### src/rtl/snes_multi_pad_if.sv
// Connector-side and register-side signals of the multi-pad SNES reader.
// master = the reader itself, slave = the pads and the register block that drive/observe it.
interface snes_multi_pad_if #(
   parameter int NUM_PADS = 2,
   parameter int NUM_BITS = 16
);
   logic [NUM_PADS-1:0]          serial_data;
   logic                         poll_now;
   logic                         snes_clk;
   logic                         data_latch;
   logic [NUM_PADS*NUM_BITS-1:0] button_data;
   logic [NUM_PADS*NUM_BITS-1:0] button_press;
   logic                         frame_valid;
   logic                         busy;

   modport master (
      input  serial_data, poll_now,
      output snes_clk, data_latch, button_data, button_press, frame_valid, busy
   );

   modport slave (
      output serial_data, poll_now,
      input  snes_clk, data_latch, button_data, button_press, frame_valid, busy
   );
endinterface

### src/rtl/snes_multi_pad_reader.sv
// Polls NUM_PADS SNES pads on a shared snes_clk/data_latch and publishes each frame atomically.
// Optional newly-pressed detection is built when SNES_PRESS_DETECT_EN is defined.
module snes_multi_pad_reader #(
   parameter int NUM_PADS    = 2,
   parameter int NUM_BITS    = 16,
   parameter int POLL_TICKS  = 416750,
   parameter int LATCH_TICKS = 300,
   parameter int HALF_TICKS  = 150
) (
   input  logic             clk,
   input  logic             reset,
   snes_multi_pad_if.master bus
);
   localparam int TICK_MAX = (LATCH_TICKS > HALF_TICKS) ? LATCH_TICKS : HALF_TICKS;
   localparam int TW       = $clog2(TICK_MAX + 1);
   localparam int PW       = (POLL_TICKS > 1) ? $clog2(POLL_TICKS) : 1;
   localparam int IW       = (NUM_BITS > 1) ? $clog2(NUM_BITS) : 1;
   localparam int FW       = NUM_PADS * NUM_BITS;

   typedef enum logic [2:0] {IDLE, LATCH, SHIFT_LO, SHIFT_HI, DONE} state_t;

   state_t              state, next_state;
   logic [NUM_PADS-1:0] sync_meta, sync_data;
   logic [PW-1:0]       period_cnt;
   logic [TW-1:0]       tick_cnt;
   logic [IW-1:0]       bit_idx;
   logic [FW-1:0]       shift_reg;
   logic [FW-1:0]       frame_data;
   logic                wrap, poll_req, tick_last, last_bit;

   // Pad lines are asynchronous to clk; idle level of a line is high.
   // NOTE: registers use non-blocking assignment so every flop samples pre-edge values.
   always_ff @(posedge clk or posedge reset) begin
      if (reset) begin
         sync_meta <= '1;
         sync_data <= '1;
      end else begin
         sync_meta <= bus.serial_data;
         sync_data <= sync_meta;
      end
   end

   assign wrap     = (period_cnt == PW'(POLL_TICKS - 1));
   assign poll_req = wrap | bus.poll_now;

   always_ff @(posedge clk or posedge reset) begin
      if (reset)
         period_cnt <= '0;
      else if (wrap || bus.poll_now)
         period_cnt <= '0;
      else
         period_cnt <= period_cnt + 1'b1;
   end

   assign tick_last = (state == LATCH) ? (tick_cnt == TW'(LATCH_TICKS - 1))
                                       : (tick_cnt == TW'(HALF_TICKS - 1));
   assign last_bit  = (bit_idx == IW'(NUM_BITS - 1));

   always_ff @(posedge clk or posedge reset) begin
      if (reset)
         state <= IDLE;
      else
         state <= next_state;
   end

   // Requests arriving outside IDLE are simply not looked at, hence dropped.
   // NOTE: next_state takes a default before the case so no path can infer a latch.
   always_comb begin
      next_state = state;
      case (state)
         IDLE:     if (poll_req)  next_state = LATCH;
         LATCH:    if (tick_last) next_state = SHIFT_LO;
         SHIFT_LO: if (tick_last) next_state = SHIFT_HI;
         SHIFT_HI: if (tick_last) next_state = last_bit ? DONE : SHIFT_LO;
         DONE:     next_state = IDLE;
         default:  next_state = IDLE;
      endcase
   end

   always_ff @(posedge clk or posedge reset) begin
      if (reset) begin
         tick_cnt   <= '0;
         bit_idx    <= '0;
         shift_reg  <= '0;
         frame_data <= '0;
      end else begin
         if (state == IDLE || next_state != state)
            tick_cnt <= '0;
         else
            tick_cnt <= tick_cnt + 1'b1;

         // Cleared on the way into LATCH so a stale frame can never leak through.
         if (state == IDLE && poll_req)
            shift_reg <= '0;

         if (state == LATCH)
            bit_idx <= '0;

         if (state == SHIFT_LO && tick_last)
            for (int p = 0; p < NUM_PADS; p++)
               shift_reg[p*NUM_BITS + int'(bit_idx)] <= ~sync_data[p];

         if (state == SHIFT_HI && tick_last && !last_bit)
            bit_idx <= bit_idx + 1'b1;

         if (state == DONE)
            frame_data <= shift_reg;
      end
   end

   always_comb begin
      bus.snes_clk    = (state != SHIFT_LO);
      bus.data_latch  = (state == LATCH);
      bus.busy        = (state != IDLE);
      bus.frame_valid = (state == DONE);
   end

   assign bus.button_data = frame_data;

`ifdef SNES_PRESS_DETECT_EN
   // frame_data still holds the previous frame during DONE.
   assign bus.button_press = (state == DONE) ? (shift_reg & ~frame_data) : '0;
`else
   assign bus.button_press = '0;
`endif

endmodule

### src/flat_wrapper.sv
// flat-port wrapper written by rule: the top's interface ports become plain ports
module snes_multi_pad_reader_flat 
#(
   parameter int NUM_PADS    = 2,
   parameter int NUM_BITS    = 16,
   parameter int POLL_TICKS  = 416750,
   parameter int LATCH_TICKS = 300,
   parameter int HALF_TICKS  = 150
)
  (clk, reset, bus_serial_data, bus_poll_now, bus_snes_clk, bus_data_latch, bus_button_data, bus_button_press, bus_frame_valid, bus_busy);
  snes_multi_pad_if #(.NUM_PADS(NUM_PADS), .NUM_BITS(NUM_BITS)) bus_i ();
  input  logic clk;
  input  logic reset;
  input wire logic [$bits(bus_i.serial_data)-1:0] bus_serial_data;
  input wire logic [$bits(bus_i.poll_now)-1:0] bus_poll_now;
  output wire logic [$bits(bus_i.snes_clk)-1:0] bus_snes_clk;
  output wire logic [$bits(bus_i.data_latch)-1:0] bus_data_latch;
  output wire logic [$bits(bus_i.button_data)-1:0] bus_button_data;
  output wire logic [$bits(bus_i.button_press)-1:0] bus_button_press;
  output wire logic [$bits(bus_i.frame_valid)-1:0] bus_frame_valid;
  output wire logic [$bits(bus_i.busy)-1:0] bus_busy;
  assign bus_i.serial_data = bus_serial_data;
  assign bus_i.poll_now = bus_poll_now;
  assign bus_snes_clk = bus_i.snes_clk;
  assign bus_data_latch = bus_i.data_latch;
  assign bus_button_data = bus_i.button_data;
  assign bus_button_press = bus_i.button_press;
  assign bus_frame_valid = bus_i.frame_valid;
  assign bus_busy = bus_i.busy;
  snes_multi_pad_reader #(.NUM_PADS(NUM_PADS), .NUM_BITS(NUM_BITS), .POLL_TICKS(POLL_TICKS), .LATCH_TICKS(LATCH_TICKS), .HALF_TICKS(HALF_TICKS)) u_core (.clk(clk), .reset(reset), .bus(bus_i));
endmodule
### config.mk
export PLATFORM = sky130hd
export DESIGN_NAME = snes_multi_pad_reader_flat
export DESIGN_NICKNAME = d
export VERILOG_FILES = /design/src/rtl/snes_multi_pad_if.sv /design/src/rtl/snes_multi_pad_reader.sv /design/src/flat_wrapper.sv
export SDC_FILE = /design/constraint.sdc
export NUM_CORES = 1
export LEC_CHECK = 0
export CAP_MARGIN = 20
export CORE_ASPECT_RATIO = 1.75
export CORE_UTILIZATION = 50
export CTS_CLUSTER_SIZE = 12
export DETAILED_ROUTE_END_ITERATION = 10
export GPL_ROUTABILITY_DRIVEN = 0
export PLACE_DENSITY = 0.83
export REMOVE_ABC_BUFFERS = 1
export SYNTH_ARGS = -nofsm -noshare
export SYNTH_HDL_FRONTEND = slang
export SYNTH_SLANG_ARGS = --single-unit
### constraint.sdc
create_clock -name clk -period 4.5 [get_ports clk]
set_input_delay 0.9 -clock clk [delete_from_list [all_inputs] [get_ports clk]]
set_output_delay 0.9 -clock clk [all_outputs]
set_load 0.05 [all_outputs]
## Word level (Yosys, flattened, before mapping)

Index checks and enable logic that the tools add are counted.

| cells by class | value |
|---|---|
| add/subtract/negate cells | 4 |
| $lt $le $gt $ge | 4 |
| equality and inequality tests | 10 |
| multiplexer cells | 19 |
| bitwise gates (word level) | 3 |
| reduce and logical (&&, ||, !) cells | 12 |

Operators by type and width:

| operator | number |
|---|---|
| 32-bit bitwise mux | 2 |
| 32-bit 2-to-1 mux | 2 |
| 32-bit by 1-bit >= comparator with 1-bit output (second input constant) | 1 |
| 32-bit by 7-bit < comparator with 1-bit output (second input constant) | 1 |
| 19-bit by 1-bit adder with 19-bit output (second input constant) | 1 |
| 19-bit equality test (second input constant) | 1 |
| 19-bit 2-to-1 mux | 1 |
| 3-bit 2-to-1 mux | 5 |
| 3-bit case mux with 4 select lines | 1 |
| 9-bit by 1-bit adder with 9-bit output (second input constant) | 1 |
| 9-bit by 8-bit equality test with 1-bit output (second input constant) | 1 |
| 9-bit equality test (second input constant) | 1 |
| 9-bit 2-to-1 mux | 1 |
| 4-bit 2-to-1 mux | 2 |
| 5-bit by 4-bit adder with 6-bit output (first input constant) | 1 |
| 3-bit by 2-bit equality test with 1-bit output (second input constant) | 2 |
| 1-bit logical AND | 6 |
| 4-bit by 6-bit < comparator with 1-bit output (second input constant) | 1 |
| 1-bit demux with 5-bit select | 1 |
| 4-bit by 1-bit adder with 4-bit output (second input constant) | 1 |
| 1-bit demux with 4-bit select | 1 |
| 4-bit equality test (second input constant) | 1 |
| 4-bit by 1-bit >= comparator with 1-bit output (second input constant) | 1 |
| 3-bit by 1-bit equality test with 1-bit output (second input constant) | 1 |
| other kinds (11) | 15 |

| storage, ports and cells | value |
|---|---|
| bits in registers | 103 |
| bits of input ports | 5 |
| output and inout bits | 68 |
| word-level logic and storage cells | 60 |

## Longest topological paths before layout

Gate-level depths: netlist (run 1).

| depth | value |
|---|---|
| depth after elaboration | 7 |
| gate-level depth with buffers | 7 |
| depth with buffers taken out | 6 |

## Least setup slack after synthesis (run 1)

Ideal clock, no wire load.

| timing | value |
|---|---|
| kind | reg2out |
| start point | register u_core.state[0] |
| end point | output bus_frame_valid |
| data arrival time | 1.518 ns |
| data required time | 3.600 ns |
| setup slack | 2.082 ns |
| stages on the path, launching flop included | 4 |
| buffers on the path | 2 |
| cells stage by stage | dfrtp_1 > buf_4 > nor3b_2 > clkbuf_1 |

| between the ends | value |
|---|---|
| word-level cells in the longest chain between the ends | 1 |

Ends and longest elaborated chain:

| what | line | source |
|---|---|---|
| from (decl) | snes_multi_pad_reader.sv:22 | `state_t state, next_state;` |
| from (signal assigned) | snes_multi_pad_reader.sv:63 | `state <= next_state;` |
| 3-bit equality test | snes_multi_pad_reader.sv:115 | `bus.frame_valid = (state == DONE);` |
| to (decl) | flat_wrapper.sv:20 | `output wire logic [$bits(bus_i.frame_valid)-1:0] bus_frame_valid;` |

Every way passes these cells.

## Worst setup path after layout (run 1)

| timing | value |
|---|---|
| start point | register u_core.state[1] |
| end point | output bus_snes_clk |

| between the ends | value |
|---|---|
| word-level cells in the longest chain between the ends | 1 |

Ends and longest elaborated chain:

| what | line | source |
|---|---|---|
| 3-bit by 2-bit inequality test with 1-bit output | snes_multi_pad_reader.sv:112 | `bus.snes_clk = (state != SHIFT_LO);` |
| to (decl) | flat_wrapper.sv:16 | `output wire logic [$bits(bus_i.snes_clk)-1:0] bus_snes_clk;` |

Every way passes these cells.

==> out/metrics.yaml, run 1 <==
coreArea_um2: 9970
seq_area_um2: 2580
multi_input_area_um2: 2330
clock_sinks: 103
die_area_um2: 10800
yosysTopAreaCell: "dfrtp_1"
synth_edf_count: 0
post-cts-setup-buffers: 0
vias: 3495
synth_warnings: 0
r2r_start: "u_core.period_cnt[6]"
met2_length_mm: 5.27
numCtsBuffers: 9
final_layout_size_suffix_gt1_share_pct: 13.1
slew_headroom_pct: 39.0
synth-seq-cells: 103
diodes: 0
die_h_um: 137
fmax_ghz: 0.312
grt_pass1_wl_mm: 16.4
clk-insertion-delay-late_ns: 0.35
layout_min_cycle_time_ns: 3.20
num-fill-cells: 807
maxCapViolations: 0
topRoutingLayerUsed: "met4"
synth_area_leaders: "dfrtp_1 48%, mux2_2 7.1%, mux2i_1 6.3%, buf_4 5.2%, nor2b_1 4.4%"
ioPinCount: 73
cp-start-kind: "register"
synth_seq_area_share_pct: 49.6
via_per_inst: 5.57
initial_core_util_pct: 52.2
syn2layout_area_growth_pct: 13.7
htreeDepth: 3
drv_slew: 0
wl_per_cell_um: 15.5
antenna_found_initial: 0
tns_ns: 0
die_w_um: 79.1
status: "completed"
first_iter_violations: 222
async_flop_share_pct: 100
synth_cell_type_count: 53
cts_tree: "built"
wl_met1_mm: 3.81
whs_ns: 0.354
grt_setup_unrepaired: "no"
crit_start: "u_core.state[1]"
place_area_um2: 5550
hold_class: "register to register"
syn_inst: 470
fin_crit_sh_pct: 71.2
leakagePower_nw: 2.83
worstSetupPathType: "register to primary output"
hold_buffers: 0
dp_cells: 611
cp-end-kind: "primary output"
worstPathRequired_ns: 3.60
fin_total_pwr_mw: 2.12
holdCritStartpoint: "u_core.sync_meta[1]"
portBuffers: 40
cts_root_buf: "clkbuf_16"
grt_use_total_pct: 19.6
ys_top_cells_by_count: "99 x dfrtp_1, 37 x nor2b_1, 36 x buf_4, 33 x mux2_2, 33 x mux2i_1"
pwr_density_cell_nw_per_um2: 359
hpwlAfterDp_mm: 6.70
layout.nets: 510
grt_pass1_vias: 3450
clk_pin_slew_ns: 0.06
synth.most_common_cell: "dfrtp_1"
critical_path_arrival_ns: 2.30
wl_mm: 9.71
drcViolationCount: 0
first_pass_iters: 5
routed-wl-met3_um: 360
setup-violations-final: 0
crit_fanout: 18
final_area_um2: 5920
syn_area_um2: 5200
fin_skew_ns: 0.00885
final-hold-violation-count: 0
gr-total-overflow: 0
netlist.area_leader.share_pct: 47.6
ant_nets: 0
cts_buffer_depth: 2
synth_flop_cell: "dfrtp_1"
stdcell_count: 628
cts_resized: 0
syn_avg_cell_area_um2: 11.1
floorplan.rows: 48
grt_max_degree: 85
irDropWorstVdd_mv: 0.238
worst_pin_slew_ns: 0.915
-- layout make-up --
type / count / share of cell area, %
multi-input combinational: 328 / 39.4
clock buffer: 13 / 4.23
sequential: 103 / 43.7
inverter: 10 / 0.677
tap: 125 / 2.64
clock inverter: 3 / 1.52
timing repair buffer: 46 / 7.87
-- path summary, 6_finish.rpt --
| path | endpoint | cells after the start | slack, ns |
|---|---|---|---|
| setup / recovery | bus_snes_clk | 5 | 1.30 |
| hold / removal | u_core.sync_data[1] | 0 | 0.35 |
| setup reg to reg | u_core.state[0] | 5 | 1.71 |
| hold reg to reg | u_core.sync_data[1] | 0 | 0.35 |
| max in group asynchronous | u_core.state[2] | 3 | 3.08 |
| min in group asynchronous | u_core.bus.button_data[14] | 2 | 0.83 |
-- report_power, final --
part	switching, mW	internal (mW)
clock network	0.318	0.559
logic	0.146	0.0703
registers	0.0528	0.976
-- stage by stage --
stage               util (%)  worst slack [ns]
floorplan                  -             0.728
global placement        55.6              1.73
detailed placement      55.6              1.69
CTS                     59.1              1.30
global route            59.3              1.16
finish                  59.3              1.30
-- cells by family (layout without fill, tap and decap cells) --
kind of cell / after synthesis / after routing / share of synthesized area (%)
compound gates: 69 / 69 / 8.49
other cells: 1 / 32 / 0.0721
simple gates: 136 / 136 / 15.6
flops: 103 / 103 / 49.6
buf+inv: 70 / 72 / 8.03
xor+xnor: 18 / 18 / 3.03
fa+ha+maj: 7 / 7 / 1.68
mux: 66 / 66 / 13.5
-- metal layers --
layer	GRT usage [%]	vias to the layer above
met5	0	-
met4	9.09	0
met3	4.13	22
met2	34.7	107
met1	22.4	1716
li1	-	1650
-- cell usage in the layout (no fill, tap or decap), drive strengths merged, types with 3 or more instances in the layout --
cell type      netlist  routed
and3                 3       3
or3                  5       5
clkbuf              16      13
dfstp                4       4
and4                 4       4
o2111ai             16      16
nand3               12      12
a21oi                7       7
mux2i               33      33
buf                 44       6
nand4                9       9
inv                 10      10
xor2                10      10
ha                   7       7
clkdlybuf4s50        0      40
mux2                33      33
nand2               10      10
or3b                 3       3
dfrtp               99      99
conb                 1      32
or4                  3       3
nor2b               37      37
o21ai               35      35
nor3                 3       3
xnor2                8       8
nor2                29      29
bufinv               0       3
-- critical path, stage by stage (launching register included) --
cell	delay [ns]
dfrtp_1	0.52
nor2b_1	0.28
nor2b_1	0.18
buf_4	0.23
inv_1	0.05
clkdlybuf4s50_1	0.69
No activity file was read; power rests on OpenSTA's default activity.
==> run 2, diff against run 1 <==
clock period = 2.96 ns   (was 4.5 ns; I/O delays follow)
==> out/metrics.yaml, run 2 (same netlist as run 1, synthesis figures left out) <==
status: "completed"
seq_area_um2: 2580
fmax_ghz: 0.349
drv_slew: 0
wl_mm: 10.1
initial_core_util_pct: 52.2
num-fill-cells: 854
floorplan.rows: 48
setup-violations-final: 0
met3_usage_pct: 3.20
numCtsBuffers: 9
slew_headroom_pct: 38.4
final-hold-violation-count: 0
fin_skew_ns: 0.00804
grt_pass1_wl_mm: 16.7
cp_slowest_cell: "clkdlybuf4s50_1"
multi_input_area_um2: 2330
critical_path_arrival_ns: 2.28
portBuffers: 40
max_stage_delay_ns: 0.82
post-cts-setup-buffers: 0
cp.buffers_inverters: 2
layout_min_cycle_time_ns: 2.87
cts_root_buf: "clkbuf_16"
die_h_um: 137
layout.nets: 510
layout_commonest_cell: "dfrtp_1"
hold_class: "register to register"
fin_total_pwr_mw: 3.10
gr-total-overflow: 0
ioPinCount: 73
cts_resized: 0
first_iter_violations: 221
first_pass_iters: 4
die_area_um2: 10800
grt_pass1_vias: 3453
drcViolationCount: 0
cts_buffer_depth: 2
critPathTopFamily: "buffers and inverters"
worstSetupPathType: "register to primary output"
cp-end-kind: "primary output"
wl_per_cell_um: 16.1
irDropWorstVdd_mv: 0.458
fin_crit_sh_pct: 96.9
gr-usage-met2_pct: 35.7
pwr_density_cell_nw_per_um2: 528
hold_buffers: 0
clk_pin_slew_ns: 0.06
maxCapViolations: 0
use_met1_pct: 22.8
grt.busiest_layer: "met2"
htreeDepth: 3
hpwlAfterDp_mm: 6.75
crit_fanout: 8
die_w_um: 79.1
via_per_inst: 5.55
tns_ns: 0
worstPathRequired_ns: 2.37
antenna_found_initial: 0
clock_sinks: 103
grt_max_degree: 92
syn2layout_area_growth_pct: 12.9
cp-start-kind: "register"
grt_setup_unrepaired: "no"
grt_use_total_pct: 20.0
vias: 3486
crit_chain: "or3b_4 -> inv_1 -> clkdlybuf4s50_1"
final_layout_size_suffix_gt1_share_pct: 13.9
clk-insertion-delay-late_ns: 0.35
worst_pin_slew_ns: 0.925
cts_tree: "built"
ant_nets: 0
leakagePower_nw: 2.81
layout_common_cells: "99 x dfrtp_1, 38 x clkdlybuf4s50_1, 37 x nor2b_1"
coreArea_um2: 9970
diodes: 0
[run 2: cell count changes in the layout (fill, tap and decap cells not counted)]
| cell | delta |
|---|---|
| buf_16 | -1 |
| clkdlybuf4s50_1 | -2 |
| clkbuf_8 | +1 |
| clkinv_4 | +1 |
| clkbuf_1 | -2 |
| buf_12 | +1 |
| clkinvlp_4 | +2 |
| bufinv_16 | -2 |
| buf_4 | +2 |
[run 2: cell type report]
class                      instances  share of cell area (%)
multi-input combinational        328                    39.7
clock buffer                      12                    4.37
inverter                          10                   0.682
tap                              125                    2.66
clock inverter                     4                   0.916
timing repair buffer              46                    7.71
sequential                       103                    44.0
[run 2: through the flow]
step	worst slack (ns)	cells	cell area, µm²	util, %	hold slack (ns)
3_5_place_dp	0.471	612	5560	55.8	0.348
5_1_grt	0.0232	628	5870	58.9	0.371
2_1_floorplan	-0.504	441	4940	-	0.345
3_3_place_gp	0.504	612	5560	55.8	0.346
6_report	0.0913	628	5870	58.9	0.361
4_1_cts	0.0813	628	5870	58.9	0.362
[run 2: final timing paths]
| check | startpoint | to | slack, ns | depth (start not counted) |
|---|---|---|---|---|
| setup / recovery | u_core.state[0] | bus_data_latch | 0.09 | 3 |
| hold / removal | u_core.sync_meta[1] | u_core.sync_data[1] | 0.36 | 0 |
| setup reg to reg | u_core.state[0] | u_core.shift_reg[17] | 0.51 | 5 |
| hold reg to reg | u_core.sync_meta[1] | u_core.sync_data[1] | 0.36 | 0 |
| max in group asynchronous | reset | u_core.shift_reg[25] | 1.75 | 3 |
| min in group asynchronous | reset | u_core.bus.button_data[29] | 0.51 | 2 |
[run 2: where the power goes]
group          internal (mW)  switching [mW]  leakage [nW]
combinational          0.105           0.221          1.27
clock                  0.703           0.505         0.145
sequential              1.48          0.0807          1.39
total                   2.29           0.807          2.81
[run 2: routing by layer]
| metal | vias to the layer above | routed length [µm] |
|---|---|---|
| met5 | - | 0 |
| met4 | 0 | 250 |
| met3 | 20 | 347 |
| met2 | 92 | 5540 |
| met1 | 1723 | 3960 |
| li1 | 1651 | - |
